[src/rtl/controle_movimento.sv]
// Player-square motion controller: one move per frame from the buttons, with the
// X and Y candidates probed one after the other through a single shared collision checker.
module controle_movimento #(
    parameter int STEP      = 2,
    parameter int TAMANHO   = 20,
    parameter int CHECK_LAT = 2,
    parameter int X_INI     = 110,
    parameter int Y_INI     = 60,
    parameter int H_MAX     = 640,
    parameter int V_MAX     = 480
) (
    input  logic       VGA_clk,
    input  logic       reset_n,
    input  logic       frame_tick,
    input  logic       btn_up,
    input  logic       btn_down,
    input  logic       btn_left,
    input  logic       btn_right,
    input  logic       colisao,
    output logic [9:0] xCand,
    output logic [8:0] yCand,
    output logic [6:0] tamanho,
    output logic [9:0] xPos,
    output logic [8:0] yPos,
    output logic       busy,
    output logic       bloqueado,
    output logic       frame_perdido
);
    localparam logic [2:0] IDLE   = 3'd0;
    localparam logic [2:0] SET_X  = 3'd1;
    localparam logic [2:0] WAIT_X = 3'd2;
    localparam logic [2:0] SET_Y  = 3'd3;
    localparam logic [2:0] WAIT_Y = 3'd4;
    localparam logic [2:0] DONE   = 3'd5;

    localparam int          CW     = $clog2(CHECK_LAT + 1);
    localparam logic [10:0] STEP11 = 11'(STEP);
    localparam logic [10:0] X_LIM  = 11'(H_MAX - TAMANHO);
    localparam logic [10:0] Y_LIM  = 11'(V_MAX - TAMANHO);

    logic [2:0]    state_q, state_d;
    logic [CW-1:0] cnt_q, cnt_d;
    logic [9:0]    xpos_q, xpos_d, xcand_q, xcand_d;
    logic [8:0]    ypos_q, ypos_d, ycand_q, ycand_d;
    logic          xmv_q, xmv_d, xneg_q, xneg_d;
    logic          ymv_q, ymv_d, yneg_q, yneg_d;
    logic          bloq_q, bloq_d, perd_q, perd_d;
    logic [10:0]   x11, y11, tgt_x, tgt_y;

    // Targets are computed 11 bits wide so the +STEP side can be clamped without wrapping.
    always_comb begin
        x11 = {1'b0, xpos_q};
        y11 = {2'b0, ypos_q};
        if (xneg_q) tgt_x = (x11 < STEP11) ? 11'd0 : x11 - STEP11;
        else        tgt_x = (x11 + STEP11 > X_LIM) ? X_LIM : x11 + STEP11;
        if (yneg_q) tgt_y = (y11 < STEP11) ? 11'd0 : y11 - STEP11;
        else        tgt_y = (y11 + STEP11 > Y_LIM) ? Y_LIM : y11 + STEP11;
    end

    always_comb begin
        state_d = state_q;
        cnt_d   = cnt_q;
        xpos_d  = xpos_q;
        ypos_d  = ypos_q;
        xcand_d = xcand_q;
        ycand_d = ycand_q;
        xmv_d   = xmv_q;
        xneg_d  = xneg_q;
        ymv_d   = ymv_q;
        yneg_d  = yneg_q;
        bloq_d  = 1'b0;
        perd_d  = perd_q | (frame_tick && state_q != IDLE);
        case (state_q)
            IDLE: begin
                xcand_d = xpos_q;
                ycand_d = ypos_q;
                if (frame_tick) begin
                    xmv_d  = btn_right ^ btn_left;
                    xneg_d = btn_left;
                    ymv_d  = btn_down ^ btn_up;
                    yneg_d = btn_up;
                    if (btn_right ^ btn_left)   state_d = SET_X;
                    else if (btn_down ^ btn_up) state_d = SET_Y;
                end
            end
            SET_X: begin
                // Already at the edge: nothing to probe on this axis.
                if (tgt_x == x11) state_d = ymv_q ? SET_Y : DONE;
                else begin
                    xcand_d = tgt_x[9:0];
                    ycand_d = ypos_q;
                    cnt_d   = CW'(CHECK_LAT);
                    state_d = WAIT_X;
                end
            end
            WAIT_X: begin
                cnt_d = cnt_q - 1'b1;
                if (cnt_q == CW'(1)) begin
                    if (colisao) bloq_d = 1'b1;
                    else         xpos_d = xcand_q;
                    state_d = ymv_q ? SET_Y : DONE;
                end
            end
            SET_Y: begin
                if (tgt_y == y11) state_d = DONE;
                else begin
                    ycand_d = tgt_y[8:0];
                    xcand_d = xpos_q;
                    cnt_d   = CW'(CHECK_LAT);
                    state_d = WAIT_Y;
                end
            end
            WAIT_Y: begin
                cnt_d = cnt_q - 1'b1;
                if (cnt_q == CW'(1)) begin
                    if (colisao) bloq_d = 1'b1;
                    else         ypos_d = ycand_q;
                    state_d = DONE;
                end
            end
            DONE:    state_d = IDLE;
            default: state_d = IDLE;
        endcase
    end

    always_ff @(posedge VGA_clk) begin
        if (!reset_n) begin
            state_q <= IDLE;
            cnt_q   <= '0;
            xpos_q  <= 10'(X_INI);
            ypos_q  <= 9'(Y_INI);
            xcand_q <= 10'(X_INI);
            ycand_q <= 9'(Y_INI);
            xmv_q   <= 1'b0;
            xneg_q  <= 1'b0;
            ymv_q   <= 1'b0;
            yneg_q  <= 1'b0;
            bloq_q  <= 1'b0;
            perd_q  <= 1'b0;
        end else begin
            state_q <= state_d;
            cnt_q   <= cnt_d;
            xpos_q  <= xpos_d;
            ypos_q  <= ypos_d;
            xcand_q <= xcand_d;
            ycand_q <= ycand_d;
            xmv_q   <= xmv_d;
            xneg_q  <= xneg_d;
            ymv_q   <= ymv_d;
            yneg_q  <= yneg_d;
            bloq_q  <= bloq_d;
            perd_q  <= perd_d;
        end
    end

    assign xCand         = xcand_q;
    assign yCand         = ycand_q;
    assign tamanho       = 7'(TAMANHO);
    assign xPos          = xpos_q;
    assign yPos          = ypos_q;
    assign busy          = (state_q != IDLE);
    assign bloqueado     = bloq_q;
    assign frame_perdido = perd_q;
endmodule

[config.mk]
export PLATFORM = sky130hd
export DESIGN_NAME = controle_movimento
export DESIGN_NICKNAME = d
export VERILOG_FILES = /design/src/rtl/controle_movimento.sv
export SDC_FILE = /design/constraint.sdc
export NUM_CORES = 1
export LEC_CHECK = 0
export CAP_MARGIN = 20
export CORE_ASPECT_RATIO = 1.1
export CORE_UTILIZATION = 54
export CTS_CLUSTER_DIAMETER = 40
export CTS_CLUSTER_SIZE = 12
export DETAILED_ROUTE_END_ITERATION = 10
export MAX_ROUTING_LAYER = met4
export PLACE_DENSITY = 0.87
export SLEW_MARGIN = 40
export SYNTH_ARGS = -nofsm -noshare
export SYNTH_HDL_FRONTEND = slang
export SYNTH_SLANG_ARGS = --single-unit
[constraint.sdc]
create_clock -name VGA_clk -period 3.95 [get_ports VGA_clk]
set_input_delay 1.185 -clock VGA_clk [delete_from_list [all_inputs] [get_ports VGA_clk]]
set_output_delay 1.185 -clock VGA_clk [all_outputs]
set_load 0.005 [all_outputs]
==> flow_summary.json, run 1 <==
{
  "endpoint_kind": "register",
  "wl_per_cell_um": 17.0,
  "drive_gt1_share_pct": 6.96,
  "hold_buffers": 0,
  "r2r_cells": 8,
  "routed_wl_um": 9440,
  "cts_tree": "built",
  "ir_worst_vdd_v": 0.000229,
  "fin_crit_sh_pct": 84.4,
  "cpMaxStageDelayCell": "dfxtp_1",
  "maxCapViolations": 0,
  "crit_chain": "and4_1 > nand4b_1 > a32o_1 > a2111oi_2 > o21ai_2 > o21a_1 > nand2_2 > mux2_2",
  "cts_buffers": 5,
  "yosysMostFrequentCell": "dfxtp_1",
  "synth_flop_cell": "dfxtp_1",
  "initial_core_util_pct": 56.3,
  "vias": 3564,
  "worstPathBufferInverterCount": 0,
  "path_depth": 8,
  "yosysTopAreaCell": "dfxtp_1",
  "cp.arrival_ns": 3.52,
  "ys_seq_elements": 48,
  "synth_area_leaders": "dfxtp_1, mux2i_1, nand2_1",
  "synth_commonest_cells": "dfxtp_1, nand2_1, nor2_1",
  "h-tree-depth": 2,
  "cts_setup_buffers": 0,
  "netlist_area_um2": 3510,
  "port_buffers": 48,
  "n_antenna_cell": 0,
  "met2_length_um": 4680,
  "die_h_um": 86.6,
  "synth_edf_count": 0,
  "clkTransAtPathRegs_ns": 0.09,
  "synthArstFlopShare_pct": 0,
  "crit_path_start_kind": "register",
  "dr.pass1.iters": 7,
  "synth_cell_types": 69,
  "placed_cells_incl_taps": 546,
  "worstMarginPinSlew_ns": 0.733,
  "nFillCells": 539,
  "post-dp-hpwl_um": 6690,
  "insertion_delay_ns": 0.30,
  "grt_pass1_vias": 3219,
  "num_io_pins": 56,
  "slew_headroom_pct": 50.8,
  "post_cts_resized": 0,
  "gr-total-overflow": 0,
  "drcViolationCount": 0,
  "grt_antenna_before_repair": 0,
  "viasPerCell": 6.43,
  "timing.final.hold_violations": 0,
  "track_usage_pct": 29.0,
  "cts-root-buf": "clkbuf_8",
  "grt_max_degree": 33,
  "grt_pass1_wl_um": 15300,
  "cp.required_ns": 4.14,
  "worstSetupPathType": "reg -> reg",
  "syn_area_per_cell_um2": 7.73,
  "syn_inst": 454,
  "core_um2": 6230,
  "whs_path_depth": 2,
  "fin_setup_tns_ns": 0,
  "area_growth_pct": 14.1,
  "outcome": "completed",
  "max_freq_mhz": 300,
  "gp_congestion": 1.00,
  "critical_path.top_delay_family": "compound AO/OA/AOI/OAI gates",
  "drtIter0Drc": 256,
  "die-area_um2": 6830,
  "nets": 486,
  "cp_max_fo": 18,
  "top_layer": "met4",
  "cellPowerDensity_nw_per_um2": 409,
  "ys_seq_area_share_pct": 27.4,
  "antenna_left": 0,
  "cts_max_path_buffers": 2,
  "fin_crit_ns": 3.33,
  "yosysWarnings": 0,
  "rsz0062_at_grt": "false",
  "drt-met1-wl_um": 3790,
  "setup_violations": 0,
  "die_w_um": 78.9,
  "dpl_cell_area_um2": 3900,
  "stdcell_count": 554,
  "slowest_delay_ns": 0.67,
  "hp-class": "reg -> reg",
  "rows": 30,
  "power_leakage_nw": 1.61,
  "numClockSinks": 48,
  "final_area_um2": 4010,
  "finClkSkew_ns": 0.00886,
  "synth_top_cell_area_share_pct": 27.4,
  "dr_wl_met3_um": 753,
  "final_max_slew_viol_count": 0,
  "worst-r2r-setup-slack_ns": 0.62
}
placed cells by master, fill, tap and decap left out, drive strengths merged, types with 5 or more instances in the layout:
cell type	count
a311oi	5
o21ai	17
a21boi	8
mux2i	35
conb	7
o211ai	9
nor3	13
nand3	16
nand4	5
and3	8
clkbuf	6
ha	5
inv	14
xnor2	6
mux2	5
a31oi	5
nand2b	8
nand2	48
clkdlybuf4s50	48
a31o	5
dfxtp	48
a21oi	26
nor2	46
nor4	7
xor2	6
buf	5
area by class of cell:
type	instances	area, µm²	area share [%]
multi-input cells	350	2260	56.5
flip-flops and latches	48	961	24.0
repair buffers	53	518	12.9
well taps	80	100	2.50
clock buffers	6	72.6	1.81
inverters	15	56.3	1.41
clock inverters	2	35.0	0.874
state kept, by name, summed over array words and instances, names as in the netlist:
signal,cells
xPos,10
xneg_q,1
yneg_q,1
yCand,9
state_q,3
ymv_q,1
yPos,9
xCand,10
cnt_q,2
frame_perdido,1
bloqueado,1
worst paths after layout:
path | startpoint | end
worst min-delay path | frame_perdido | frame_perdido
worst max register to register | xPos[3] | yCand[5]
worst max-delay path | xPos[3] | yCand[5]
worst min register to register | frame_perdido | frame_perdido
logic make-up (layout without fill, tap and decap cells):
kind of cell	after synthesis	count (layout)	synth area share, %
simple gates	169	169	23.3
compound gates	117	117	24.0
buf+inv	61	76	8.70
flops	48	48	27.4
mux	40	40	11.6
xor+xnor	12	12	2.99
fa+ha+maj	5	5	1.78
other cells	2	7	0.214
power by group:
| group | switching [mW] | internal (mW) |
|---|---|---|
| combinational | 0.329 | 0.298 |
| clock | 0.161 | 0.188 |
| sequential | 0.115 | 0.547 |
metal layers:
| layer | track usage [%] | vias to the layer above |
|---|---|---|
| li1 | - | 1669 |
| met1 | 34.9 | 1666 |
| met2 | 48.7 | 204 |
| met3 | 3.58 | 25 |
| met4 | 12.7 | 0 |
| met5 | - | - |
worst register-to-register path: stages (launching register included):
cell	delay [ns]
dfxtp_1	0.67
and4_1	0.44
nand4b_1	0.14
a32o_1	0.29
a2111oi_2	0.41
o21ai_2	0.14
o21a_1	0.33
nand2_2	0.40
mux2_2	0.39
per-stage QoR:
stage	setup slack, ns	hold WS (ns)	util [%]	total power, mW
after CTS	0.667	0.477	64.3	1.63
final	0.618	0.475	64.3	1.64
after detailed placement	0.675	0.455	62.6	1.29
after floorplan	1.12	0.460	-	1.11
after global placement	0.804	0.454	62.6	1.26
after global routing	0.335	0.498	64.3	1.73
Note: power is estimated with default switching activity, not from simulation.
==> inputs of run 2 (changes only) <==
--- a/config.mk
+++ b/config.mk
@@ -7,12 +7,12 @@
 export LEC_CHECK = 0
 export CAP_MARGIN = 20
 export CORE_ASPECT_RATIO = 1.1
-export CORE_UTILIZATION = 54
+export CORE_UTILIZATION = 49
 export CTS_CLUSTER_DIAMETER = 40
 export CTS_CLUSTER_SIZE = 12
 export DETAILED_ROUTE_END_ITERATION = 10
 export MAX_ROUTING_LAYER = met4
-export PLACE_DENSITY = 0.87
+export PLACE_DENSITY = 0.84
 export SLEW_MARGIN = 40
 export SYNTH_ARGS = -nofsm -noshare
 export SYNTH_HDL_FRONTEND = slang
==> constraint.sdc (replaced) <==
create_clock -name VGA_clk -period 2.76 [get_ports VGA_clk]
set_input_delay 0.828 -clock VGA_clk [delete_from_list [all_inputs] [get_ports VGA_clk]]
set_output_delay 0.828 -clock VGA_clk [all_outputs]
set_load 0.005 [all_outputs]
==> flow_summary.json, run 2 (synthesis results as in run 1) <==
{
  "endpoint_kind": "register",
  "dpl_cell_area_um2": 4180,
  "final_cell_mix": "clkdlybuf4s50_1, nand2_1, nor2_1",
  "nets": 521,
  "fin_crit_ns": 2.66,
  "port_buffers": 48,
  "numClockSinks": 48,
  "die_h_um": 90.8,
  "regArea_um2": 970,
  "cp.arrival_ns": 2.85,
  "ir_worst_vdd_v": 0.000382,
  "cp_max_fo": 7,
  "rows": 32,
  "vias": 3699,
  "wl_per_cell_um": 17.5,
  "cellPowerDensity_nw_per_um2": 578,
  "gp_congestion": 1.01,
  "crit-reg2reg-launch": "yPos[2]",
  "drive_gt1_share_pct": 15.9,
  "fin_crit_sh_pct": 96.3,
  "hp-start": "yCand[7]",
  "slew_headroom_pct": 56.9,
  "viasPerCell": 6.23,
  "clkTransAtPathRegs_ns": 0.10,
  "num_io_pins": 56,
  "finalPower_mw": 2.53,
  "crit_path_start_kind": "register",
  "outcome": "completed",
  "initial_core_util_pct": 50.4,
  "finClkSkew_ns": 0.00238,
  "gr-total-overflow": 0,
  "setup_violations": 0,
  "grt_antenna_before_repair": 0,
  "core_um2": 6970,
  "cts_buffers": 5,
  "multi_input_area_um2": 2330,
  "place_ws_ns": -0.0247,
  "cts_tree": "built",
  "cts_setup_buffers": 0,
  "cts-root-buf": "clkbuf_8",
  "final_max_slew_viol_count": 0,
  "timing.final.hold_violations": 0,
  "worstSetupPathType": "reg -> reg",
  "final_area_um2": 4380,
  "grt_max_degree": 34,
  "area_growth_pct": 24.7,
  "nFillCells": 618,
  "n_antenna_cell": 0,
  "grt_pass1_vias": 3553,
  "antenna_left": 0,
  "post-dp-hpwl_um": 7610,
  "insertion_delay_ns": 0.30,
  "layout_commonest_cell": "clkdlybuf4s50_1",
  "finalWorstSetupSlack_ns": 0.101,
  "drcViolationCount": 0,
  "die_w_um": 82.7,
  "worst-r2r-setup-slack_ns": 0.10,
  "cp.required_ns": 2.96,
  "drtIter0Drc": 283,
  "routed_wl_um": 10400,
  "rsz0062_at_grt": "true",
  "max_freq_mhz": 376,
  "dr.pass1.iters": 5,
  "die-area_um2": 7510,
  "maxCapViolations": 0,
  "track_usage_pct": 28.7,
  "hp-class": "reg -> reg",
  "critPathLaunch": "yPos[2]",
  "cts_max_path_buffers": 2,
  "worstMarginPinSlew_ns": 0.645,
  "grt_pass1_wl_um": 16700,
  "power_leakage_nw": 1.79,
  "h-tree-depth": 2
}
==> run 2: cell types whose count changed in the layout (fill, tap and decap cells not counted), moves of 2 or more <==
cell | before | now
buf_4 | 5 | 38
dfxtp_1 | 48 | 43
dfxtp_2 | 0 | 4
ha_1 | 5 | 2
ha_2 | 0 | 2
mux2i_1 | 35 | 33
mux2i_2 | 0 | 2
==> run 2: timing repair <==
action,in CTS,in global routing
pin swaps,0,4
resized for setup,2,16
hold buffers,0,0
endpoints found under the setup margin,4,14
gates cloned,0,0
==> run 2: report_power, final <==
| group | internal (mW) | switching [mW] | total [mW] |
|---|---|---|---|
| clock network | 0.297 | 0.263 | 0.560 |
| registers | 0.783 | 0.100 | 0.883 |
| logic | 0.507 | 0.579 | 1.09 |
==> run 2: final timing paths <==
path	to	cells after the start
max reg2reg	yCand[3]	10
min reg2reg	yCand[7]	2
min	yCand[7]	2
max	yCand[3]	10
==> run 2: per-layer routing <==
layer	up-vias	GRT usage (%)	wire, µm
met1	1750	32.4	4120
met4	0	11.1	377
met3	39	4.24	609
met2	173	49.7	5280
li1	1737	-	-
met5	-	-	0
==> run 2: area by class of cell <==
cell class                      instances  share of cell area [%]
Timing Repair Buffer                   88                    18.2
Clock buffer                            6                    1.89
Clock inverter                          2                   0.886
Tap cell                               85                    2.43
Multi-Input combinational cell        350                    53.1
Sequential cell                        48                    22.2
Inverter                               15                    1.29
==> run 2: per-stage QoR <==
step	hold WS [ns]	utilization, %	instances	TNS [ns]
after global placement	0.454	60.0	586	0
final	0.485	62.8	594	0
after global routing	0.519	62.8	594	-0.0615
after detailed placement	0.476	60.0	586	-0.0359
after CTS	0.490	61.8	594	0
after floorplan	0.460	-	459	0
==> run 2: worst max-delay path: stages, from the launching register on <==
cell	delay, ns
dfxtp_4	0.38
ha_2	0.20
and4_1	0.23
a21o_1	0.25
nor3_1	0.32
nor4_1	0.12
and3_1	0.22
a31oi_4	0.23
buf_4	0.19
a21boi_0	0.09
a311o_1	0.33
==> inputs of run 3 (changes only) <==
--- a/config.mk
+++ b/config.mk
@@ -8,6 +8,7 @@
 export CAP_MARGIN = 20
 export CORE_ASPECT_RATIO = 1.1
 export CORE_UTILIZATION = 49
+export CTS_BUF_LIST = sky130_fd_sc_hd__clkbuf_16
 export CTS_CLUSTER_DIAMETER = 40
 export CTS_CLUSTER_SIZE = 12
 export DETAILED_ROUTE_END_ITERATION = 10
==> flow_summary.json, run 3 (synthesis results as in run 1) <==
{
  "outcome": "completed",
  "crit_top_cell": "buf_4",
  "layout_commonest_cell": "clkdlybuf4s50_1",
  "fin_crit_ns": 2.65,
  "cellPowerDensity_nw_per_um2": 606,
  "hold-worst-slack_ns": 0.481,
  "numClockSinks": 48,
  "n_antenna_cell": 0,
  "internal_power_mw": 1.72,
  "place_ws_ns": -0.0247,
  "max_freq_mhz": 377,
  "fin_crit_sh_pct": 96.0,
  "post-dp-hpwl_um": 7610,
  "die-area_um2": 7510,
  "timing.final.hold_violations": 0,
  "h-tree-depth": 2,
  "power_frac_seq_pct": 33.0,
  "cp_max_fo": 8,
  "dr_wl_met3_um": 605,
  "die_h_um": 90.8,
  "wl_per_cell_um": 17.5,
  "track_usage_pct": 28.9,
  "rows": 32,
  "hold_buffers": 0,
  "drive_gt1_share_pct": 15.5,
  "grt_antenna_before_repair": 0,
  "area_growth_pct": 25.9,
  "cpMaxStageDelayCell": "dfxtp_4",
  "endpoint_kind": "register",
  "finClkSkew_ns": 0.00609,
  "cts_setup_buffers": 0,
  "worstMarginPinSlew_ns": 0.672,
  "antenna_left": 0,
  "worstSetupPathType": "reg -> reg",
  "crit_path_start_kind": "register",
  "dr.pass1.iters": 4,
  "gp_congestion": 1.01,
  "finalPower_mw": 2.68,
  "nets": 521,
  "drcViolationCount": 0,
  "power_leakage_nw": 1.81,
  "drt-met1-wl_um": 4160,
  "cp.arrival_ns": 2.83,
  "grt_pass1_vias": 3548,
  "setup_violations": 0,
  "met2_length_um": 5280,
  "gr-total-overflow": 0,
  "cts_tree": "built",
  "clkPwrFrac_pct": 26.3,
  "share_comb_of_total_power_pct": 40.7,
  "slowest_delay_ns": 0.39,
  "drtIter0Drc": 314,
  "ir_worst_vdd_v": 0.000366,
  "grt_max_degree": 34,
  "core_um2": 6970,
  "cts_buffers": 5,
  "port_buffers": 48,
  "hp-class": "reg -> reg",
  "insertion_delay_ns": 0.29,
  "grt_pass1_wl_um": 16700,
  "cts-root-buf": "clkbuf_16",
  "cts_max_path_buffers": 2,
  "worst-r2r-setup-slack_ns": 0.11,
  "switching_power_mw": 0.959,
  "cp.required_ns": 2.94,
  "slew_headroom_pct": 55.1,
  "initial_core_util_pct": 50.4,
  "finalWorstSetupSlack_ns": 0.110,
  "die_w_um": 82.7,
  "switching_share_pct": 35.8,
  "vias": 3679,
  "routed_wl_um": 10400,
  "clkTransAtPathRegs_ns": 0.07,
  "top_layer": "met4",
  "maxCapViolations": 0,
  "crit_chain": "inv_1 > ha_2 > buf_4 > a21oi_1 > o211ai_1 > nand3_2 > mux2i_1 > a31oi_4 > buf_4 > a21boi_0 > a311o_1",
  "final_cell_mix": "clkdlybuf4s50_1, nand2_1, nor2_1",
  "final_max_slew_viol_count": 0,
  "num_io_pins": 56,
  "viasPerCell": 6.19
}
## run 3: worst paths after layout
check,start,to,cells past startpoint
setup / recovery,yPos[2],yCand[3],11
hold / removal,yCand[7],yCand[7],2
setup reg to reg,yPos[2],yCand[3],11
hold reg to reg,yCand[7],yCand[7],2
## run 3: routing by layer
layer | track usage [%] | vias up
met2 | 50.0 | 161
li1 | - | 1744
met4 | 10.8 | 0
met1 | 32.5 | 1736
met3 | 4.75 | 38
met5 | - | -
## run 3: metrics by stage
step	cell area [µm²]	TNS, ns	utilization, %	std cells
floorplan	3530	0	-	459
global placement	4180	0	60.0	586
detailed placement	4180	-0.0359	60.0	586
CTS	4350	0	62.5	594
global route	4420	-0.0412	63.5	594
finish	4420	0	63.5	594
## run 3: worst max-delay path, delay by kind of cell (launching register included)
kind | cells | cell delay [ns]
AND/OR/NAND/NOR | 1 | 0.16
multiplexers | 1 | 0.20
adder cells (fa/ha/maj) | 1 | 0.33
buffers and inverters | 3 | 0.40
flip-flops | 1 | 0.39
AO/OA/AOI/OAI | 5 | 1.06
## run 3: layout make-up
cell class                      count  area, µm²
Timing Repair Buffer               88        797
Sequential cell                    48        970
Inverter                           15       56.3
Clock inverter                      3       42.5
Clock buffer                        5        125
Multi-Input combinational cell    350       2320
Tap cell                           85        106
Fill cell                         606       2550
## run 3: timing repair
item / in CTS / in global routing
resized for setup: 2 / 15
pin swaps: 0 / 3
endpoints found under the setup margin: 3 / 13
## run 3: power groups by stage
stage                     clock network [mW]  registers (mW)  logic [mW]
final                                  0.705           0.883        1.09
after CTS                              0.709           0.877        1.05
after detailed placement                   0           0.892        1.04
after global routing                   0.741           0.892        1.17
after floorplan                            0           0.864       0.730
after global placement                     0           0.891        1.00
